### src/rtl/muldiv_if.sv
// rtl/muldiv_if.sv - start/busy/done handshake bundle for the iterative multiply/divide engine
//
// Signals:
//   start  : request, sampled by the engine only when idle
//   op     : RV32M funct3 (MUL, MULH, MULHSU, MULHU, DIV, DIVU, REM, REMU)
//   a, b   : rs1 / rs2 operands, captured with start
//   flush  : abort of the in-flight operation
//   busy   : engine is computing
//   done   : one-cycle pulse, result valid in the same cycle
//   result : registered result, held until the next done
// Modports: master (control unit side), slave (engine side).
interface muldiv_if #(
  parameter int XLEN = 32
);
  logic            start;
  logic [2:0]      op;
  logic [XLEN-1:0] a;
  logic [XLEN-1:0] b;
  logic            flush;
  logic            busy;
  logic            done;
  logic [XLEN-1:0] result;

  modport master (
    output start, op, a, b, flush,
    input  busy, done, result
  );

  modport slave (
    input  start, op, a, b, flush,
    output busy, done, result
  );
endinterface

### src/rtl/muldiv_unit.sv
// rtl/muldiv_unit.sv - iterative RV32M multiply/divide engine (shift-add multiply, restoring divide)
//
// Ports:
//   clk : rising-edge clock
//   rst : asynchronous active-high reset
//   bus : muldiv_if.slave (start/op/a/b/flush in, busy/done/result out)
// Operands are reduced to unsigned magnitudes on start; the sign of the
// result is re-applied in FIN. Both datapaths take 32 CALC cycles, so a
// normal operation completes 33 cycles after start. Divide by zero skips
// CALC and completes one cycle after start.
module muldiv_unit (
  input  logic    clk,
  input  logic    rst,
  muldiv_if.slave bus
);
  typedef enum logic [1:0] {IDLE, CALC, FIN} state_t;

  state_t      state;
  logic [5:0]  cnt;
  logic [2:0]  op_r;
  logic        neg_r;    // negate the selected result in FIN
  logic [63:0] acc;      // multiply: {partial product, remaining multiplier}; divide: [31:0] dividend -> quotient
  logic [31:0] rem;      // divide: partial remainder (always < divisor, so 32 bits suffice)
  logic [31:0] divisor;  // |b|: multiplicand or divisor

  // Start-time operand decode
  logic        a_signed, b_signed, sa, sb, is_div, div_zero;
  logic [31:0] mag_a, mag_b;

  always_comb begin
    a_signed = (bus.op == 3'b001) || (bus.op == 3'b010) ||
               (bus.op == 3'b100) || (bus.op == 3'b110);
    b_signed = (bus.op == 3'b001) || (bus.op == 3'b100) || (bus.op == 3'b110);
    sa       = a_signed & bus.a[31];
    sb       = b_signed & bus.b[31];
    mag_a    = sa ? -bus.a : bus.a;
    mag_b    = sb ? -bus.b : bus.b;
    is_div   = bus.op[2];
    div_zero = (bus.b == 32'd0);
  end

  // One iteration of each datapath
  logic [32:0] mul_sum;
  logic [32:0] div_shift;
  logic [31:0] div_diff;
  logic        div_borrow;

  always_comb begin
    mul_sum    = {1'b0, acc[63:32]} + (acc[0] ? {1'b0, divisor} : 33'd0);
    div_shift  = {rem, acc[31]};
    div_borrow = (div_shift < {1'b0, divisor});
    // The kept difference is always below the divisor, so modulo-2^32 is exact.
    div_diff   = div_shift[31:0] - divisor;
  end

  // FIN: sign fix-up and output selection
  logic [63:0] prod_fix;
  logic [31:0] quo_fix, rem_fix, fin_val;

  always_comb begin
    prod_fix = neg_r ? -acc : acc;
    quo_fix  = neg_r ? -acc[31:0] : acc[31:0];
    rem_fix  = neg_r ? -rem : rem;
    case (op_r)
      3'b000:                 fin_val = prod_fix[31:0];
      3'b001, 3'b010, 3'b011: fin_val = prod_fix[63:32];
      3'b100, 3'b101:         fin_val = quo_fix;
      default:                fin_val = rem_fix;
    endcase
  end

  always_ff @(posedge clk or posedge rst) begin
    if (rst) begin
      state      <= IDLE;
      cnt        <= 6'd0;
      op_r       <= 3'd0;
      neg_r      <= 1'b0;
      acc        <= 64'd0;
      rem        <= 32'd0;
      divisor    <= 32'd0;
      bus.busy   <= 1'b0;
      bus.done   <= 1'b0;
      bus.result <= 32'd0;
    end else begin
      bus.done <= 1'b0;
      case (state)
        IDLE: begin
          if (bus.start && !bus.flush) begin
            op_r     <= bus.op;
            cnt      <= 6'd0;
            divisor  <= mag_b;
            bus.busy <= 1'b1;
            if (is_div && div_zero) begin
              // Quotient all ones (never negated); remainder is |a| re-signed to a.
              acc   <= {32'd0, 32'hFFFF_FFFF};
              rem   <= mag_a;
              neg_r <= bus.op[1] & sa;
              state <= FIN;
            end else begin
              acc   <= {32'd0, mag_a};
              rem   <= 32'd0;
              neg_r <= (is_div && bus.op[1]) ? sa : (sa ^ sb);
              state <= CALC;
            end
          end
        end
        CALC: begin
          if (bus.flush) begin
            state    <= IDLE;
            bus.busy <= 1'b0;
          end else begin
            if (op_r[2]) begin
              rem        <= div_borrow ? div_shift[31:0] : div_diff;
              acc[31:0]  <= {acc[30:0], ~div_borrow};
            end else begin
              acc <= {mul_sum, acc[31:1]};
            end
            if (cnt == 6'd31) begin
              state <= FIN;
            end else begin
              cnt <= cnt + 6'd1;
            end
          end
        end
        FIN: begin
          bus.busy <= 1'b0;
          state    <= IDLE;
          if (!bus.flush) begin
            bus.result <= fin_val;
            bus.done   <= 1'b1;
          end
        end
        default: begin
          state    <= IDLE;
          bus.busy <= 1'b0;
        end
      endcase
    end
  end
endmodule

### src/flat_wrapper.sv
// flat-port wrapper written by rule: the top's interface ports become plain ports
module muldiv_unit_flat 
  (clk, rst, bus_start, bus_op, bus_a, bus_b, bus_flush, bus_busy, bus_done, bus_result);
  muldiv_if #(.XLEN(32)) bus_i ();
  input  logic clk;
  input  logic rst;
  input wire logic [$bits(bus_i.start)-1:0] bus_start;
  input wire logic [$bits(bus_i.op)-1:0] bus_op;
  input wire logic [$bits(bus_i.a)-1:0] bus_a;
  input wire logic [$bits(bus_i.b)-1:0] bus_b;
  input wire logic [$bits(bus_i.flush)-1:0] bus_flush;
  output wire logic [$bits(bus_i.busy)-1:0] bus_busy;
  output wire logic [$bits(bus_i.done)-1:0] bus_done;
  output wire logic [$bits(bus_i.result)-1:0] bus_result;
  assign bus_i.start = bus_start;
  assign bus_i.op = bus_op;
  assign bus_i.a = bus_a;
  assign bus_i.b = bus_b;
  assign bus_i.flush = bus_flush;
  assign bus_busy = bus_i.busy;
  assign bus_done = bus_i.done;
  assign bus_result = bus_i.result;
  muldiv_unit u_core (.clk(clk), .rst(rst), .bus(bus_i));
endmodule
### config.mk
export PLATFORM = sky130hd
export DESIGN_NAME = muldiv_unit_flat
export DESIGN_NICKNAME = d
export VERILOG_FILES = /design/src/rtl/muldiv_if.sv /design/src/rtl/muldiv_unit.sv /design/src/flat_wrapper.sv
export SDC_FILE = /design/constraint.sdc
export NUM_CORES = 1
export LEC_CHECK = 0
export CAP_MARGIN = 20
export CORE_MARGIN = 5
export CORE_UTILIZATION = 35
export CTS_BUF_LIST = sky130_fd_sc_hd__clkbuf_16
export CTS_CLUSTER_DIAMETER = 60
export DETAILED_ROUTE_END_ITERATION = 8
export DONT_BUFFER_PORTS = 1
export PLACE_DENSITY = 0.52
export SLEW_MARGIN = 20
export SYNTH_ARGS = -nofsm -noshare
export SYNTH_HDL_FRONTEND = slang
export SYNTH_SLANG_ARGS = --single-unit
### constraint.sdc
create_clock -name clk -period 16 [get_ports clk]
set_input_delay 4.8 -clock clk [delete_from_list [all_inputs] [get_ports clk]]
set_output_delay 4.8 -clock clk [all_outputs]
set_load 0.02 [all_outputs]
=== Yosys cells after proc, flatten, opt, wreduce, memory -nomap -nowiden ===
Index checks and enable logic that the tools add are counted.

* ROM bits: 0
* Flip-flop bits (word level): 174
* Memory bits (writable): 0
* Bits of input ports: 71
* Memories: 0
* Bits in latches: 0
* Word-level logic and storage cells: 103
* Output and inout bits: 34

* Shift-type cells: 0
* Multipliers: 0
* Bitwise operators: 6
* Mux-type cells: 35
* Equal/unequal tests: 19
* Order comparisons: 1
* $add $sub $neg: 8
* Div/mod/pow operators: 0
* Reduce and logical (&&, ||, !) cells: 23

{| class="wikitable"
|+ Operators with widths
! cell !! count
|-
| 32-bit 2-to-1 mux || 13
|-
| 64-bit 2-to-1 mux || 3
|-
| 32-bit negator || 4
|-
| 64-bit one-hot mux with 2 select lines || 1
|-
| 32-bit one-hot mux with 3 select lines || 1
|-
| 64-bit negator || 1
|-
| 32-bit one-hot mux with 2 select lines || 1
|-
| 32-bit by 33-bit adder with 33-bit output || 1
|-
| 33-bit by 32-bit less-than comparator with 1-bit output || 1
|-
| 32-bit logical NOT || 1
|-
| 32-bit subtractor || 1
|-
| 6-bit 2-to-1 mux || 3
|-
| 3-bit == test, second input constant || 4
|-
| 6-bit one-hot mux with 2 select lines || 1
|-
| 4-bit AND reduction || 3
|-
| 3-bit by 2-bit == test with 1-bit output, second input constant || 3
|-
| 2-bit 2-to-1 mux || 4
|-
| 2-bit != test, second input constant || 4
|-
| 2-bit AND reduction || 4
|-
| 6-bit by 1-bit adder with 6-bit output, second input constant || 1
|-
| 3-bit by 1-bit == test with 1-bit output, second input constant || 2
|-
| 6-bit by 5-bit == test with 1-bit output, second input constant || 1
|-
| 1-bit 2-to-1 mux || 6
|-
| 1-bit logical OR || 5
|-
| 17 further kinds || 23
|}

=== Depth between registers and ports, before layout ===
* Depth after elaboration: 9
* Mapped depth: 14
* Depth with buffers taken out: 13

=== Least setup slack after synthesis ===
OpenSTA, ideal clock, no wires.

* Path type: input-to-reg
* Start point: input bus_a[4]
* End point: register u_core.rem[30]
* Arrival: 7088 ps
* Slack: 8786 ps
* Data required time: 15874 ps
* Buffers on the path: 0
* Stages on the path: 8
* Library setup time: 126 ps
* Cell sequence: nor4_1 > nand3_1 > nor4b_1 > nand2_1 > o21ai_0 > xor2_1 > nor2_1 > o311a_1

* Cells in the longest elaborated chain, start to end: 5

{| class="wikitable"
|+ Ends and longest elaborated chain
! item !! line !! text
|-
| from (decl) || flat_wrapper.sv:9 || <nowiki>input wire logic [$bits(bus_i.a)-1:0] bus_a;</nowiki>
|-
| 32-bit negator || muldiv_unit.sv:36 || <nowiki>mag_a = sa ? -bus.a : bus.a;</nowiki>
|-
| 32-bit 2-to-1 mux || muldiv_unit.sv:36 ||
|-
| 32-bit 2-to-1 mux || muldiv_unit.sv:93 || <nowiki>if (is_div && div_zero) begin</nowiki>
|-
| 32-bit 2-to-1 mux || muldiv_unit.sv:88 || <nowiki>if (bus.start && !bus.flush) begin</nowiki>
|-
| 32-bit one-hot mux with 2 select lines || muldiv_unit.sv:86 || <nowiki>case (state)</nowiki>
|-
| to (signal assigned) || muldiv_unit.sv:96 || <nowiki>rem <= mag_a;</nowiki>
|-
| to (signal assigned) || muldiv_unit.sv:113 || <nowiki>rem <= div_borrow ? div_shift[31:0] : div_diff;</nowiki>
|-
| to (decl) || muldiv_unit.sv:23 || <nowiki>logic [31:0] rem;</nowiki>
|}

Every way passes these cells. The select of a mux whose other input is x is not followed.
A chain may end at the register's enable or synchronous reset.

=== Final worst setup path ===
* Start point: input bus_start
* End point: register u_core.cnt[5]

* Cells in the longest elaborated chain, start to end: 3

{| class="wikitable"
|+ Ends and longest elaborated chain
! item !! line !! text
|-
| from (decl) || flat_wrapper.sv:7 || <nowiki>input wire logic [$bits(bus_i.start)-1:0] bus_start;</nowiki>
|-
| 1-bit logical AND || muldiv_unit.sv:88 ||
|-
| 2-bit by 1-bit != test with 1-bit output (no source line) || n/a ||
|-
| 4-bit AND reduction (no source line) || n/a ||
|-
| to (signal assigned) || muldiv_unit.sv:121 || <nowiki>cnt <= cnt + 6'd1;</nowiki>
|-
| to (decl) || muldiv_unit.sv:19 || <nowiki>logic [5:0] cnt;</nowiki>
|}

Every way passes these cells.

==> impl_metrics.prom <==
# TYPE chip_impl_metric gauge
chip_impl_metric{name="place.gp.congestion",unit=""} 0.9377
chip_impl_metric{name="placement.setup.worst_slack",unit="ns"} 8.137
chip_impl_metric{name="comb_power_share",unit="%"} 56.4
chip_impl_metric{name="layout.cells.non_filler",unit=""} 2346
chip_impl_info{name="most_common_cell_after_layout_fill_and_taps_aside",value="nand2_1"} 1
chip_impl_metric{name="util_after_layout",unit="%"} 37.90
chip_impl_info{name="worstPathCellList",value="nor2b_1, a21oi_1, nand2b_1, nor2_1, nor2_4, a21oi_1, nand4_1, xor2_1, nor2_1"} 1
chip_impl_metric{name="chipHeight",unit="um"} 215.6
chip_impl_info{name="clock_tree.root_cell",value="clkbuf_16"} 1
chip_impl_metric{name="hpwl",unit="um"} 40210
chip_impl_metric{name="top_fanout_value_on_the_critical_path",unit=""} 17
chip_impl_info{name="min_path_type",value="reg2reg"} 1
chip_impl_metric{name="critical_path_arrival",unit="ns"} 7.68
chip_impl_metric{name="floorplan.die_area",unit="mm^2"} 0.04650
chip_impl_metric{name="syn_area_per_cell",unit="um^2"} 7.954
chip_impl_metric{name="ys_seq_elements",unit=""} 174
chip_impl_metric{name="clock.fmax",unit="MHz"} 135.7
chip_impl_metric{name="routed_via_density",unit=""} 5.909
chip_impl_info{name="outcome",value="finished, final reports clean"} 1
chip_impl_info{name="dominantRegCellSynth",value="dfrtp_1"} 1
chip_impl_metric{name="numPlacedInstances",unit=""} 2314
chip_impl_metric{name="hold_viol",unit=""} 0
chip_impl_metric{name="grt.overflow.total",unit=""} 0
chip_impl_metric{name="timing_max_transition_violations_final",unit=""} 0
chip_impl_info{name="timing.critical_path.to_type",value="flip-flop"} 1
chip_impl_metric{name="ios",unit=""} 105
chip_impl_metric{name="distinct_cells_synth",unit=""} 75
chip_impl_metric{name="place.port_buffers",unit=""} 0
chip_impl_metric{name="critical_path_cell_count",unit=""} 9
chip_impl_metric{name="post_cts.resized_instances",unit=""} 0
chip_impl_metric{name="clock_skew",unit="ns"} 0.01968
chip_impl_metric{name="total_wirelength_of_the_detailed_routed_design",unit="um"} 52670
chip_impl_metric{name="placement.cell_area",unit="mm^2"} 0.01528
chip_impl_metric{name="postSynthNetCount",unit=""} 2003
chip_impl_metric{name="power.sequential.fraction",unit="%"} 28.3
chip_impl_info{name="tritoncts",value="yes"} 1
chip_impl_metric{name="routed-via-count",unit=""} 13862
chip_impl_metric{name="layout.nets",unit=""} 1936
chip_impl_metric{name="max-slew-margin-rel",unit="%"} 31.39
chip_impl_metric{name="routedWlPerCell",unit="um"} 22.45
chip_impl_metric{name="final_layout_size_suffix_gt1_share",unit="%"} 5.423
chip_impl_metric{name="period_share",unit="%"} 46.06
chip_impl_metric{name="synth.yosys.warnings",unit=""} 0
chip_impl_info{name="critical_path_s_slowest_cell",value="nor2_1"} 1
chip_impl_metric{name="first_iter_violations",unit=""} 1353
chip_impl_metric{name="floorplan.rows",unit=""} 75
chip_impl_metric{name="maximum_number_of_pins_on_one_net_before_global_route_repair",unit=""} 79
chip_impl_metric{name="floorplan.initialDensity",unit="%"} 35.37
chip_impl_metric{name="cts_setup_buffers",unit=""} 0
chip_impl_metric{name="pwr_density_cell",unit="mW/mm^2"} 176.3
chip_impl_metric{name="crit_buf_inv",unit=""} 0
chip_impl_metric{name="numClockSinks",unit=""} 174
chip_impl_metric{name="leakage",unit="nW"} 6.566
chip_impl_metric{name="floorplan.die.width",unit="um"} 215.6
chip_impl_metric{name="tightest_slew",unit="ns"} 1.025
chip_impl_metric{name="placeableCoreArea",unit="mm^2"} 0.04185
chip_impl_metric{name="postRouteAntennaNets",unit=""} 0
chip_impl_info{name="critPathKind",value="in2reg"} 1
chip_impl_metric{name="clock_pin_transition_on_the_worst_setup_and_hold_timing_paths",unit="ns"} 0.07
chip_impl_metric{name="total_power",unit="mW"} 2.798
chip_impl_metric{name="grt_usage",unit="%"} 21.97
chip_impl_metric{name="finalSetupTns",unit="ns"} 0
chip_impl_metric{name="initial_antenna_violation_count",unit=""} 1
chip_impl_info{name="cp-start-kind",value="input pin"} 1
chip_impl_metric{name="async_reset_ff_share",unit="%"} 100.0
chip_impl_metric{name="regArea",unit="mm^2"} 0.004357
chip_impl_info{name="rsz0062_at_grt",value="no"} 1
chip_impl_metric{name="seq_area_frac_synth",unit="%"} 29.42
chip_impl_metric{name="cpPeakStageDelay",unit="ns"} 0.97
chip_impl_metric{name="setup_viol",unit=""} 0
chip_impl_metric{name="power.share.switching",unit="%"} 50.22
chip_impl_metric{name="r2r_cells",unit=""} 12
chip_impl_metric{name="num_antenna_cells",unit=""} 0
chip_impl_metric{name="final.fill_count",unit=""} 4369
chip_impl_info{name="mostFrequentLayoutCells",value="254 x nand2_1, 172 x dfrtp_1, 166 x o21ai_0"} 1
chip_impl_info{name="crit_family",value="simple AND/OR/NAND/NOR gates"} 1
chip_impl_metric{name="period_minus_slack",unit="ns"} 7.370
chip_impl_metric{name="stdcell_area",unit="mm^2"} 0.01586
chip_impl_metric{name="multi_input_comb_area",unit="mm^2"} 0.009809
chip_impl_metric{name="areaGrowthSynthToFinish",unit="%"} 7.177
chip_impl_metric{name="clk_path_buf_depth",unit=""} 2
chip_impl_metric{name="timing.critical_path.required",unit="ns"} 16.31
chip_impl_metric{name="total_of_max_cap_violations",unit=""} 0
chip_impl_metric{name="number_of_synthesized_flops_with_an_enable_pin",unit=""} 0
chip_impl_metric{name="clkPwrFrac",unit="%"} 15.3
chip_impl_metric{name="grt_first_pass_wirelength",unit="um"} 80040
chip_impl_metric{name="clk_latency",unit="ns"} 0.48
chip_impl_metric{name="clock_tree.htree_level_count",unit=""} 4
chip_impl_metric{name="netSwitchingPower",unit="mW"} 1.405
chip_impl_metric{name="ir_drop",unit="uV"} 83.66
chip_impl_metric{name="mappedNetlistArea",unit="mm^2"} 0.01480
chip_impl_metric{name="first_global_vias",unit=""} 12845
chip_impl_metric{name="cts_hold_buffers",unit=""} 0
chip_impl_metric{name="setup_ws",unit="ns"} 8.630
chip_impl_metric{name="drt_pass1_iterations",unit=""} 7
chip_impl_metric{name="whs",unit="ns"} 0.4829
chip_impl_metric{name="num_cts_buffers",unit=""} 17
chip_impl_metric{name="intPower",unit="mW"} 1.393
chip_impl_metric{name="worstHoldPathCells",unit=""} 2
chip_impl_metric{name="post_synth_inst_count",unit=""} 1861
chip_impl_metric{name="post-route-drc-count",unit=""} 0
==> tightest hold or removal path, delay by kind of cell, from the launching register on <==
kind            cells  cell delay, ns
compound gates      1            0.06
flops               1            0.34
simple gates        1            0.05
==> synth_stat cells (14+ instances only) <==
library cell,instances,share of area [%]
nand2_1,256,6.5
dfrtp_1,174,29
o21ai_0,166,5.6
nor2_1,145,3.7
xnor2_1,135,8.0
a21oi_1,94,3.2
clkbuf_1,93,2.4
inv_1,76,1.9
ha_1,69,5.8
xor2_1,67,4.0
o31ai_1,61,3.1
a21o_1,44,2.2
mux2i_1,39,2.6
nor3_1,31,1.0
nand3_1,28,0.95
a222oi_1,27,1.8
o21ai_1,27,0.91
a31oi_1,25,1.1
nand2b_1,24,1.0
or3_1,22,0.93
o41ai_1,19,1.1
nand4_1,16,0.68
nor4_1,16,0.68
or4_1,14,0.71
==> flip-flops by register name, summed over array words and instances, names as in the netlist <==
| name | flops |
|---|---|
| u_core.acc | 64 |
| u_core.op_r | 3 |
| u_core.state | 2 |
| u_core.bus.result | 32 |
| u_core.cnt | 6 |
| u_core.rem | 32 |
| u_core.bus.done | 1 |
| u_core.divisor | 32 |
| u_core.bus.busy | 1 |
| u_core.neg_r | 1 |
==> per-layer routing <==
layer	share of wire, %	global-route usage, %	wire length, um
met1	46	31.31	24200
met2	44	33.46	23140
met4	3.0	7.681	1567
met5	0	0	0
met3	7.1	4.078	3761
==> power by group through the flow <==
| stage | registers, mW | logic, mW | clock network, mW |
|---|---|---|---|
| 2_1_floorplan | 0.677 | 1.19 | 0 |
| 3_3_place_gp | 0.789 | 1.54 | 0 |
| 3_5_place_dp | 0.792 | 1.55 | 0 |
| 4_1_cts | 0.783 | 1.56 | 0.435 |
| 5_1_grt | 0.808 | 1.73 | 0.453 |
| 6_report | 0.793 | 1.58 | 0.427 |
==> final timing paths <==
path,start,end,slack [ns]
min in group asynchronous,rst,u_core.acc[41],4.23
max in group asynchronous,rst,u_core.neg_r,9.66
hold reg to reg,u_core.divisor[20],u_core.divisor[20],0.48
hold / removal,u_core.divisor[20],u_core.divisor[20],0.48
setup reg to reg,u_core.acc[0],u_core.acc[58],11.44
setup / recovery,bus_start,u_core.cnt[5],8.63
==> kinds of logic (layout without fill, tap and decap cells) <==
logic type / after synthesis / after routing / share of synthesized area (%)
AO/OA/AOI/OAI: 575 / 575 / 25.43
XOR/XNOR: 202 / 202 / 11.95
adder cells (fa/ha/maj): 71 / 71 / 6.103
buffers and inverters: 183 / 129 / 4.784
flip-flops: 174 / 174 / 29.42
multiplexers: 49 / 49 / 3.398
AND/OR/NAND/NOR: 607 / 607 / 18.92
==> layout make-up <==
| cell class | instances | area share (%) |
|---|---|---|
| multi-input cells | 1504 | 61.83 |
| flip-flops and latches | 174 | 27.46 |
| well taps | 539 | 4.251 |
| clock buffers | 17 | 2.682 |
| inverters | 76 | 1.830 |
| repair buffers | 21 | 0.9938 |
| clock inverters | 15 | 0.9464 |
(Power assumes the default switching activity.)
